### src/rtl/cpu_pkg.sv
// Shared definitions for the 5-stage MIPS core pipeline registers.
//   EXC_VEC_DEFAULT / RESET_PC_DEFAULT : default PC values for pipe_stage_reg
//   ST_RUN / ST_HELD                   : hold-state encoding
//   FD_W / DE_W / EM_W / MW_W          : payload widths of the four stage registers
package cpu_pkg;

  localparam logic [31:0] EXC_VEC_DEFAULT  = 32'h00004180;
  localparam logic [31:0] RESET_PC_DEFAULT = 32'h00000000;

  localparam logic ST_RUN  = 1'b0;
  localparam logic ST_HELD = 1'b1;

  typedef enum logic {
    S_RUN  = ST_RUN,
    S_HELD = ST_HELD
  } hold_state_e;

  // F/D: instr + pc+4
  localparam int FD_W = 64;
  // D/E: instr, rs/rt values, sign-extended imm, decoded controls
  localparam int DE_W = 160;
  // E/M: ALU result, store data, HI/LO, controls
  localparam int EM_W = 160;
  // M/W: load data, ALU result, write-back controls
  localparam int MW_W = 96;

endpackage

### src/rtl/sat_counter.sv
// Saturating up-counter used for the per-stage performance counters.
//   clk   : rising-edge clock
//   reset : synchronous active-high reset, zeroes the count
//   clr   : synchronous clear, wins over inc
//   inc   : add one unless already at all-ones
//   cnt   : current count
module sat_counter #(
  parameter int CNT_W = 16
) (
  input  logic             clk,
  input  logic             reset,
  input  logic             clr,
  input  logic             inc,
  output logic [CNT_W-1:0] cnt
);

  always_ff @(posedge clk) begin
    if (reset || clr) begin
      cnt <= '0;
    end else if (inc && (cnt != {CNT_W{1'b1}})) begin
      cnt <= cnt + 1'b1;
    end
  end

endmodule

### src/rtl/pipe_stage_reg.sv
// Generic inter-stage pipeline register (F/D, D/E, E/M, M/W).
//
//   state  | meaning
//   -------+-----------------------------------------------
//   S_RUN  | register follows upstream (load/flush/req)
//   S_HELD | register is stalled and holding its contents
//
// Ports:
//   clk, reset               : clock, synchronous active-high reset
//   req                      : exception request, bubble with PC = EXC_VEC
//   flush                    : bubble, PC still taken from in_pc
//   stall                    : hold current contents
//   in_pc/in_payload/
//   in_valid/in_bd           : upstream slot
//   cnt_clr                  : clear both performance counters
//   out_pc/out_payload/
//   out_valid/out_bd         : registered slot
//   out_new                  : first cycle a valid instruction is presented
//   out_held                 : FSM is in S_HELD
//   stall_cnt/bubble_cnt     : saturating performance counters
module pipe_stage_reg
  import cpu_pkg::*;
#(
  parameter int          DATA_W   = 160,
  parameter logic [31:0] RESET_PC = RESET_PC_DEFAULT,
  parameter logic [31:0] EXC_VEC  = EXC_VEC_DEFAULT,
  parameter int          CNT_W    = 16
) (
  input  logic              clk,
  input  logic              reset,
  input  logic              req,
  input  logic              flush,
  input  logic              stall,
  input  logic [31:0]       in_pc,
  input  logic [DATA_W-1:0] in_payload,
  input  logic              in_valid,
  input  logic              in_bd,
  input  logic              cnt_clr,
  output logic [31:0]       out_pc,
  output logic [DATA_W-1:0] out_payload,
  output logic              out_valid,
  output logic              out_bd,
  output logic              out_new,
  output logic              out_held,
  output logic [CNT_W-1:0]  stall_cnt,
  output logic [CNT_W-1:0]  bubble_cnt
);

  hold_state_e state_q;

  // A flush or req in the same cycle turns a stall into a bubble, so the
  // stall counter only sees stalls that actually hold the register.
  logic stall_inc;
  logic bubble_inc;

  assign stall_inc  = stall & ~req & ~flush;
  assign bubble_inc = req | flush;

  always_ff @(posedge clk) begin
    if (reset) begin
      out_pc      <= RESET_PC;
      out_payload <= '0;
      out_valid   <= 1'b0;
      out_bd      <= 1'b0;
      out_new     <= 1'b0;
      out_held    <= 1'b0;
      state_q     <= S_RUN;
    end else if (req) begin
      out_pc      <= EXC_VEC;
      out_payload <= '0;
      out_valid   <= 1'b0;
      out_bd      <= 1'b0;
      out_new     <= 1'b0;
      out_held    <= 1'b0;
      state_q     <= S_RUN;
    end else if (flush) begin
      // Bubble keeps the PC so EPC/debug still see where the slot was.
      out_pc      <= in_pc;
      out_payload <= '0;
      out_valid   <= 1'b0;
      out_bd      <= 1'b0;
      out_new     <= 1'b0;
      out_held    <= 1'b0;
      state_q     <= S_RUN;
    end else if (stall) begin
      out_new     <= 1'b0;
      out_held    <= 1'b1;
      state_q     <= S_HELD;
    end else begin
      out_pc      <= in_pc;
      out_payload <= in_payload;
      out_valid   <= in_valid;
      out_bd      <= in_bd;
      out_new     <= in_valid;
      out_held    <= 1'b0;
      state_q     <= S_RUN;
    end
  end

  sat_counter #(.CNT_W(CNT_W)) u_stall_cnt (
    .clk   (clk),
    .reset (reset),
    .clr   (cnt_clr),
    .inc   (stall_inc),
    .cnt   (stall_cnt)
  );

  sat_counter #(.CNT_W(CNT_W)) u_bubble_cnt (
    .clk   (clk),
    .reset (reset),
    .clr   (cnt_clr),
    .inc   (bubble_inc),
    .cnt   (bubble_cnt)
  );

  // state_q mirrors out_held; kept as the named FSM state for readability.
  logic unused_state;
  assign unused_state = (state_q == S_HELD);

endmodule

### config.mk
export PLATFORM = sky130hd
export DESIGN_NAME = pipe_stage_reg
export DESIGN_NICKNAME = d
export VERILOG_FILES = /design/src/rtl/cpu_pkg.sv /design/src/rtl/sat_counter.sv /design/src/rtl/pipe_stage_reg.sv
export SDC_FILE = /design/constraint.sdc
export NUM_CORES = 1
export LEC_CHECK = 0
export CAP_MARGIN = 20
export CORE_AREA = 4 4 166 168
export CTS_BUF_LIST = sky130_fd_sc_hd__clkbuf_4 sky130_fd_sc_hd__clkbuf_8 sky130_fd_sc_hd__clkbuf_16
export DETAILED_ROUTE_END_ITERATION = 10
export DIE_AREA = 0 0 170 172
export PLACE_DENSITY = 0.65
export SKIP_CTS_REPAIR_TIMING = 1
export SYNTH_ARGS = -nofsm -noshare
export SYNTH_HDL_FRONTEND = slang
export SYNTH_SLANG_ARGS = --single-unit
### constraint.sdc
create_clock -name clk -period 2.2 [get_ports clk]
set_input_delay 0.33 -clock clk [delete_from_list [all_inputs] [get_ports clk]]
set_output_delay 0.33 -clock clk [all_outputs]
set_load 0.01 [all_outputs]
==> Word level (Yosys, flattened, before mapping) <==
Cells that the tools add are included.
{ "word_totals": {"regBits": 228} }
{ "classes": {"reduce_logical": 6, "mux": 4, "n_eq_ne": 4, "bitwise": 5, "n_addsub": 2} }
{ "op_table": {"columns": ["cell", "count"], "rows": [
  ["two-way mux 32 bit", 2],
  ["adder 16 x 1 -> 16 bit, second input constant", 2],
  ["inequality test 16 bit, second input constant", 2],
  ["two-way mux 15 bit", 1],
  ["OR reduction 4 bit", 1],
  ["inequality test 3 bit, second input constant", 1],
  ["OR reduction 3 bit", 1],
  ["bitwise AND 1 bit", 2],
  ["logical AND 1 bit", 2],
  ["inequality test 2 bit, second input constant", 1],
  ["inverter 1 bit", 2],
  ["OR reduction 2 bit", 1],
  ["logical OR 1 bit", 1],
  ["two-way mux 1 bit", 1],
  ["bitwise OR 1 bit", 1]
]} }

==> Depth between registers and ports, before layout <==
Gate-level depths: netlist of the first run.
{ "depth": {"word_depth": 4, "depth_mapped": 7, "depth_no_buf": 5} }

==> Modules after synthesis <==
From an unflattened synthesis of the first run, not the netlist that was laid out.
{ "unflattened": {"hier_cells": 863, "area_unflattened_um2": 8569.5} }
{ "modules_own_cells": {"columns": ["module", "seq_area_each_um2", "area_per_inst_um2", "cells_each", "instances"], "rows": [
  ["pipe_stage_reg", 3923.8, 6875.3, 673, 1],
  ["sat_counter", 320.3, 847.1, 95, 2]
]} }

==> Worst setup path before layout of the first run <==
OpenSTA, ideal clock, no wires.
{ "synth_timing": {"path_type": "input to register", "from": "input port flush", "to": "register u_stall_cnt.cnt[10]", "t_arrival_ns": 1.784, "cell_stages": 7, "required_time_ns": 2.130, "path_buffers": 3, "setup_slack_ns": 0.345, "cell_sequence": "buf_6 -> nand2b_4 -> buf_6 -> or3_1 -> buf_2 -> or4_1 -> a21oi_1"} }
{ "synth_via": {"elab_chain_cells": 3} }
{ "synth_lines": {"columns": ["item", "line", "rtl"], "rows": [
  ["from (decl)", "pipe_stage_reg.sv:32", "input logic flush,"],
  ["inverter 1 bit", "pipe_stage_reg.sv:56", "assign stall_inc = stall & ~req & ~flush;"],
  ["bitwise AND 1 bit", "pipe_stage_reg.sv:56", null],
  ["logical AND 1 bit", "sat_counter.sv:20", "end else if (inc && (cnt != {CNT_W{1'b1}})) begin"],
  ["to (signal assigned)", "sat_counter.sv:21", "cnt <= cnt + 1'b1;"],
  ["to (decl)", "sat_counter.sv:14", "output logic [CNT_W-1:0] cnt"]
]} }
No other way between the ends.
A chain may end at the register's enable or synchronous reset.

==> Worst setup path in the final report of the first run <==
{ "layout_timing": {"from": "register u_bubble_cnt.cnt[3]", "to": "output port bubble_cnt[3]"} }
{ "layout_lines": {"columns": ["item", "line", "rtl"], "rows": [
  ["from (decl)", "sat_counter.sv:14", null],
  ["from (signal assigned)", "sat_counter.sv:21", null],
  ["to (decl)", "pipe_stage_reg.sv:46", "output logic [CNT_W-1:0] bubble_cnt"]
]} }
No word-level cell between the ends.

==> metrics.md, run 1 <==
| Metric | Value |
|---|---|
| Total design power | about 9.5 mW |
| Worst path arrival time | 1.60 ns |
| Worst-skew pair later-pin latency | between 0.5 and 0.6 ns |
| CP Depth | 1 |
| P per Cell Area | 706 nW/um^2 |
| Global-route wire length before repair | 43,000 microns |
| Peak VDD IR | 649 uV |
| Top cells by area, synth | dfxtp_1, a22o_1, nand2_1 |
| Largest net degree at the start of global routing | between 70 and 80 |
| Critical-path maximum fanout | 8 |
| Xor and xnor fraction of the mapped netlist area | 0% |
| Leak Pwr | 4.98 nW |
| Worst path slowest cell | clkdlybuf4s50_1 |
| Crit-path cells | clkdlybuf4s50_1 |
| CTS tree | done |
| Syn_nets | 914 |
| Int Pwr | around 7.4 mW |
| Post-synth EDFFs | 0 |
| Ys async rst share | 0% |
| Avg Cell Area, Syn | 10.8 sq um |
| Post-Synthesis Cell Area | 7690 sq um |
| Critical Path Start Type | flip-flop |
| CP top delay family | buffers and inverters |
| Gr ovfl total | 0 |
| Final cell count without fillers | 1,499 |
| Worst slew pin tran | between 0.5 and 0.6 ns |
| Worst Setup SP | u_bubble_cnt.cnt[3] |
| Register-to-Register Setup Slack | roughly 0.33 ns |
| Die H | between 150 and 200 microns |
| Outcome | completed |
| Adder-cell share of the synthesized area | 0.326% |
| Dpl ws | 0.0394 ns |
| Share of post-route cells with drive strength above 1 | roughly 7.7% |
| Relative slew slack | 65.5% |
| Slew Viols, Final | 0 |
| Worst path bufs/invs | 1 |
| MaxCap Viol Count | 0 |
| Num ports | 428 |
| Critical path endpoint | bubble_cnt[3] |
| Clock slew at reported path FFs | 0.06 ns |
| Crit path kind | reg2out |
| Post-layout min period | 1.93 ns |
| ANT nets after route | 0 |
| Clock skew | ~0.0070 ns |
| Vias per inst | 4.91 |
| GRT Overall Usage | a little under a fifth |
| Initial Util | 29.7% |
| Post-Synth Simple-Gate Area | between 10 and 15% |
| Fmax | approximately 520 MHz |
| Net count reported at finish | 1,348 |
| Clock Power Share | 46.0% |
| Die ar. | 29,200 sq um |
| Cells on worst reg2reg path | 4 |
| RSZ-0062 raised after global routing | no |
| RR Endpoint | u_bubble_cnt.cnt[13] |
| Synth Flop Type | dfxtp_1 |
| Post-Syn Instances | slightly above 700 |
| Hold slack | 0.356 ns |
| Layout area overhead | 74.3% |
| Placer congestion estimate | roughly 0.83 |
| Width of the chip | 170 microns |
| Synth Warn # | 0 |
| Post-synthesis mux area share | 1.04% |
| DRC viols | 0 |
| PnR worst setup slack | 0.267 ns |
| Core Area | about 26,000 sq um |
| Final hold vios | 0 |
| Placed Instances | ~1,500 |
| Flops & latches, synth | between 200 and 250 |
| Fillers | 2,324 |
| Largest family of logic cells by synthesized area | compound AO/OA/AOI/OAI gates |
| Number of DRC markers in iteration 0 | 302 |
| Synth top area share | roughly three fifths |
| Sw power | 2.06 mW |
| Sequential power share | 45.0% |
| Final WL | 29,500 microns |
| Req. time, crit path | ~1.9 ns |
| H-Tree Depth | 1 |
| Synth Area in Compound Gates | 24.6% |
| Port bufs | ~430 |
| Gate power share | around 8.9% |
| Clock Path Buffers | 3 |
| Crit end category | primary output |
| Post-detail-place hpwl | 21,900 microns |
| Worst Hold Class | in2reg |
| CTS buffer count | 26 |
| Root buffer cell | clkbuf_16 |
| Part of the cycle the worst path needs | 87.9% |
| Initial antenna violation count | 0 |
| Placement Rows | 59 |
| Routed len/inst | approximately 20 microns |
| Setup violations, final | 0 |
| Post-synthesis sequential area ratio | 59.4% |
| Total iterations of the first detailed-routing run | 5 |
| CTS Sinks | 228 |
| CP max stage delay | 0.60 ns |
| Vias in the first global route | around 7,300 |
| Netlist cell types | 39 |
| Synth area leader | dfxtp_1 |
| Switching share of power | 21.8% |
| Via count | between 7,000 and 8,000 |
| Fin Setup TNS | 0 ns |
| Reg-to-reg startpoint | u_bubble_cnt.cnt[4] |
[worst min path at each step]
stage	start	endpoint	slack (ns)	cells after the start
2_1_floorplan	in_payload[0]	out_payload[0]	0.46	1
3_3_place_gp	out_valid	out_valid	0.43	1
3_5_place_dp	out_pc[9]	out_pc[9]	0.44	2
4_1_cts	in_pc[21]	out_pc[21]	0.33	3
5_1_grt	in_pc[16]	out_pc[16]	0.35	3
6_report	in_pc[9]	out_pc[9]	0.36	3
[layout by cell type (no fill, tap or decap), drive strengths merged, types with 12 or more instances in the layout]
cell type        n
a22o           158
dfxtp          228
clkdlybuf4s50  427
nand3           12
or3             13
buf             35
a21oi           52
clkbuf          36
nand2           79
[logic make-up after synthesis]
logic type / count (synthesis)
and+or+nand+nor: 167
buffers and inverters: 62
adders and majority gates: 2
muxes: 8
AOI/OAI and AO/OA: 245
DFF: 228
[per-stage QoR]
stage / area [sq um] / util (%)
2_1_floorplan: 7690 / -
3_3_place_gp: 12500 / 48.3
3_5_place_dp: 12500 / 48.3
4_1_cts: 13400 / 51.7
5_1_grt: 13400 / 51.7
6_report: 13400 / 51.7
[power by group through the flow]
stage	combinational [mW]	clock, mW	sequential [mW]
after floorplan	0.187	0	4.38
after global placement	0.844	0	4.35
after detailed placement	0.847	0	4.35
after CTS	0.853	4.49	4.26
after global routing	0.898	4.65	4.27
final	0.844	4.35	4.26
[registers in the layout, summed over array words and instances (netlist names)]
name / flops
out_payload: 160
u_stall_cnt.cnt: 16
out_pc: 32
out_valid: 1
out_new: 1
u_bubble_cnt.cnt: 16
out_held: 1
out_bd: 1
[cell usage after synthesis (all sizes together), types with 3 or more instances]
library cell,number
a21oi,52
a22o,158
a31oi,3
and2,3
and3,3
buf,28
clkbuf,28
dfxtp,228
inv,6
mux2i,8
nand2,79
nand3,12
nand4,11
nor2,7
nor3,10
nor4,6
o21ai,11
o31ai,10
or2,3
or3,13
or4,11
[area by class of cell]
cell class	count	area (sq um)	share of cell area, %
inverters	6	22.5	0.168
clock inverters	9	113	0.840
clock buffers	36	757	5.65
multi-input cells	422	2860	21.3
well taps	335	419	3.13
diodes	1	2.50	0.0187
repair buffers	462	4660	34.8
flip-flops and latches	228	4560	34.1
[per-layer routing]
metal  vias to the layer above  wire length (microns)  track usage, %
met5                         -                      0               0
met4                         0                    758            5.45
met3                        39                   3110            6.86
met2                       318                  14100            31.3
met1                      3470                  11500            21.9
li1                       3540                      -               -
No activity file was read; power rests on OpenSTA's default activity.
==> run 2, diff against run 1 <==
--- a/config.mk
+++ b/config.mk
@@ -6,11 +6,14 @@
 export NUM_CORES = 1
 export LEC_CHECK = 0
 export CAP_MARGIN = 20
-export CORE_AREA = 4 4 166 168
+export CELL_PAD_IN_SITES_DETAIL_PLACEMENT = 2
+export CELL_PAD_IN_SITES_GLOBAL_PLACEMENT = 2
+export CORE_ASPECT_RATIO = 1.2
+export CORE_MARGIN = 4
+export CORE_UTILIZATION = 22
 export CTS_BUF_LIST = sky130_fd_sc_hd__clkbuf_4 sky130_fd_sc_hd__clkbuf_8 sky130_fd_sc_hd__clkbuf_16
 export DETAILED_ROUTE_END_ITERATION = 10
-export DIE_AREA = 0 0 170 172
-export PLACE_DENSITY = 0.65
+export PLACE_DENSITY = 0.81
 export SKIP_CTS_REPAIR_TIMING = 1
 export SYNTH_ARGS = -nofsm -noshare
 export SYNTH_HDL_FRONTEND = slang
==> metrics.md, run 2 (synthesis gave the netlist of run 1 again) <==
| Metric | Value |
|---|---|
| Commonest non-fill, non-tap cell in the layout | clkdlybuf4s50_1 (unchanged) |
| Placer congestion estimate | 0.749 (was 0.830) |
| Global-route wire length before repair | 55,100 microns (was 43,000 microns) |
| Worst path arrival time | 2.50 ns (was 1.60 ns) |
| Most used routing layer | met2 (unchanged) |
| Total iterations of the first detailed-routing run | 4 (was 5) |
| Number of flip-flops in the largest register | 160 (unchanged) |
| P per Cell Area | 714 nW/um^2 (was 706 nW/um^2) |
| Met3 Use GR | 7.84% (was 6.86%) |
| ANT nets after route | 0 (unchanged) |
| Critical Path Start Type | flip-flop (unchanged) |
| Port bufs | 427 (unchanged) |
| Sw power | 2.23 mW (was 2.06 mW) |
| Via count | 7,723 (was 7,367) |
| Gate power share | 9.0% (was 8.9%) |
| Critical-path maximum fanout | 4 (was 8) |
| Final hold vios | 0 (unchanged) |
| Final WL | 37,800 microns (was 29,500 microns) |
| H-Tree Depth | 1 (unchanged) |
| Req. time, crit path | 2.65 ns (was 1.87 ns) |
| Slew Viols, Final | 0 (unchanged) |
| Relative slew slack | 65.8% (was 65.5%) |
| Number of DRC markers in iteration 0 | 234 (was 302) |
| Top flop regs | out_payload (160), out_pc (32) (unchanged) |
| Vias in the first global route | 8,665 (was 7,268) |
| Setup violations, final | 0 (unchanged) |
| Cell depth of the worst hold path | 3 (unchanged) |
| Net count reported at finish | 1,352 (was 1,348) |
| CTS Sinks | 228 (unchanged) |
| Sequential power share | 43.8% (was 45.0%) |
| RSZ-0062 raised after global routing | no (unchanged) |
| GRT Overall Usage | 18.7% (was 18.4%) |
| Post-detail-place hpwl | 27,900 microns (was 21,900 microns) |
| Switching share of power | 22.9% (was 21.8%) |
| Post-layout min period | 2.05 ns (was 1.93 ns) |
| Crit end category | flip-flop (was primary output) |
| Part of the cycle the worst path needs | 93.3% (was 87.9%) |
| Initial Util | 22.4% (was 29.7%) |
| Met2 Usage GRT | 34.6% (was 31.3%) |
| M1 GR Usage | 19.3% (was 21.9%) |
| Placement Rows | 74 (was 59) |
| Gr ovfl total | 0 (unchanged) |
| Worst Hold Class | in2reg (unchanged) |
| Leak Pwr | 5.02 nW (was 4.98 nW) |
| Width of the chip | 179 microns (was 170 microns) |
| Commonest cells after routing, fill and taps aside | clkdlybuf4s50_1, dfxtp_1, a22o_1 (unchanged) |
| Fin area | 13,700 sq um (was 13,400 sq um) |
| Clock slew at reported path FFs | 0.06 ns (about the same) |
| Vias per inst | 4.75 (was 4.91) |
| Placed Area | 12,700 sq um (was 12,500 sq um) |
| Largest net degree at the start of global routing | 35 (was 77) |
| Worst-skew pair later-pin latency | 0.54 ns (was 0.52 ns) |
| Initial antenna violation count | 2 (was 0) |
| Layout area overhead | 77.6% (was 74.3%) |
| Biggest register | out_payload (unchanged) |
| Die H | 213 microns (was 172 microns) |
| Die ar. | 38,000 sq um (was 29,200 sq um) |
| Cells on worst reg2reg path | 5 (was 4) |
| Fin Setup TNS | 0 ns (unchanged) |
| Core Area | 34,300 sq um (was 25,900 sq um) |
| Worst slew pin tran | 0.510 ns (was 0.514 ns) |
| Crit path kind | reg2reg (was reg2out) |
| Root buffer cell | clkbuf_16 (unchanged) |
| Clock Path Buffers | 3 (unchanged) |
| Share of post-route cells with drive strength above 1 | 8.21% (was 7.65%) |
| Routed len/inst | 23.3 microns (was 19.7 microns) |
| Peak VDD IR | 524 uV (was 649 uV) |
| Clock Power Share | 47.2% (was 46.0%) |
| Int Pwr | 7.51 mW (was 7.39 mW) |
| Clock skew | 0.00667 ns (was 0.00702 ns) |
| CTS tree | done (unchanged) |
| Fmax | 487 MHz (was 517 MHz) |
| Num ports | 428 (unchanged) |
| CTS buffer count | 27 (was 26) |
| Outcome | completed (unchanged) |
| DRC viols | 0 (unchanged) |
| MaxCap Viol Count | 0 (unchanged) |
run 2: changes by cell type in the layout (fill, tap and decap cells not counted), sizes merged:
cell	before	now
clkinvlp	1	3
bufinv	2	3
buf	35	38
run 2: power by group through the flow:
stage               registers, mW  logic (mW)  clock network (mW)
global placement             4.35       0.857                   0
finish                       4.26       0.881                4.60
global route                 4.27       0.935                4.91
CTS                          4.26       0.894                4.75
detailed placement           4.35       0.881                   0
floorplan                    4.38       0.187                   0
run 2: cell type report:
type / instances / area [sq um]
antenna: 1 / 2.50
clock buffer: 36 / 749
clock inverter: 12 / 146
fill: 3564 / 20600
inverter: 6 / 22.5
multi-input combinational: 422 / 2860
sequential: 228 / 4560
tap: 456 / 571
timing repair buffer: 465 / 4730
run 2: metal layers:
metal  part of all wire [%]  wire length [microns]  vias up
met5                  0.029                     11        -
met4                    2.4                    905        2
met2                     52                  19500      304
met1                     35                  13400     3827
met3                     11                   4010       53
li1                       -                      -     3537
run 2: final timing paths:
kind                       from  slack (ns)             endpoint
max          u_stall_cnt.cnt[1]        0.15  u_stall_cnt.cnt[10]
min                   in_pc[12]        0.35           out_pc[12]
max reg2reg  u_stall_cnt.cnt[1]        0.15  u_stall_cnt.cnt[10]
min reg2reg          out_pc[15]        0.45           out_pc[15]
run 2: per-stage QoR:
step	utilization, %	instances	hold WS, ns	setup slack (ns)	power (mW)
after global placement	37.2	1577	0.438	-0.0533	5.20
after floorplan	-	712	0.463	0.345	4.57
after global routing	39.9	1626	0.330	0.0137	10.1
final	39.9	1626	0.347	0.147	9.74
after CTS	39.8	1625	0.313	0.157	9.91
after detailed placement	37.2	1577	0.447	-0.105	5.23
run 2: worst max-delay path: stages, from the launching register on:
cell and delay [ns]:
dfxtp_1 0.40, ha_1 0.22, nand3_1 0.19, or3_4 0.41
or4_1 0.52, a21oi_1 0.21
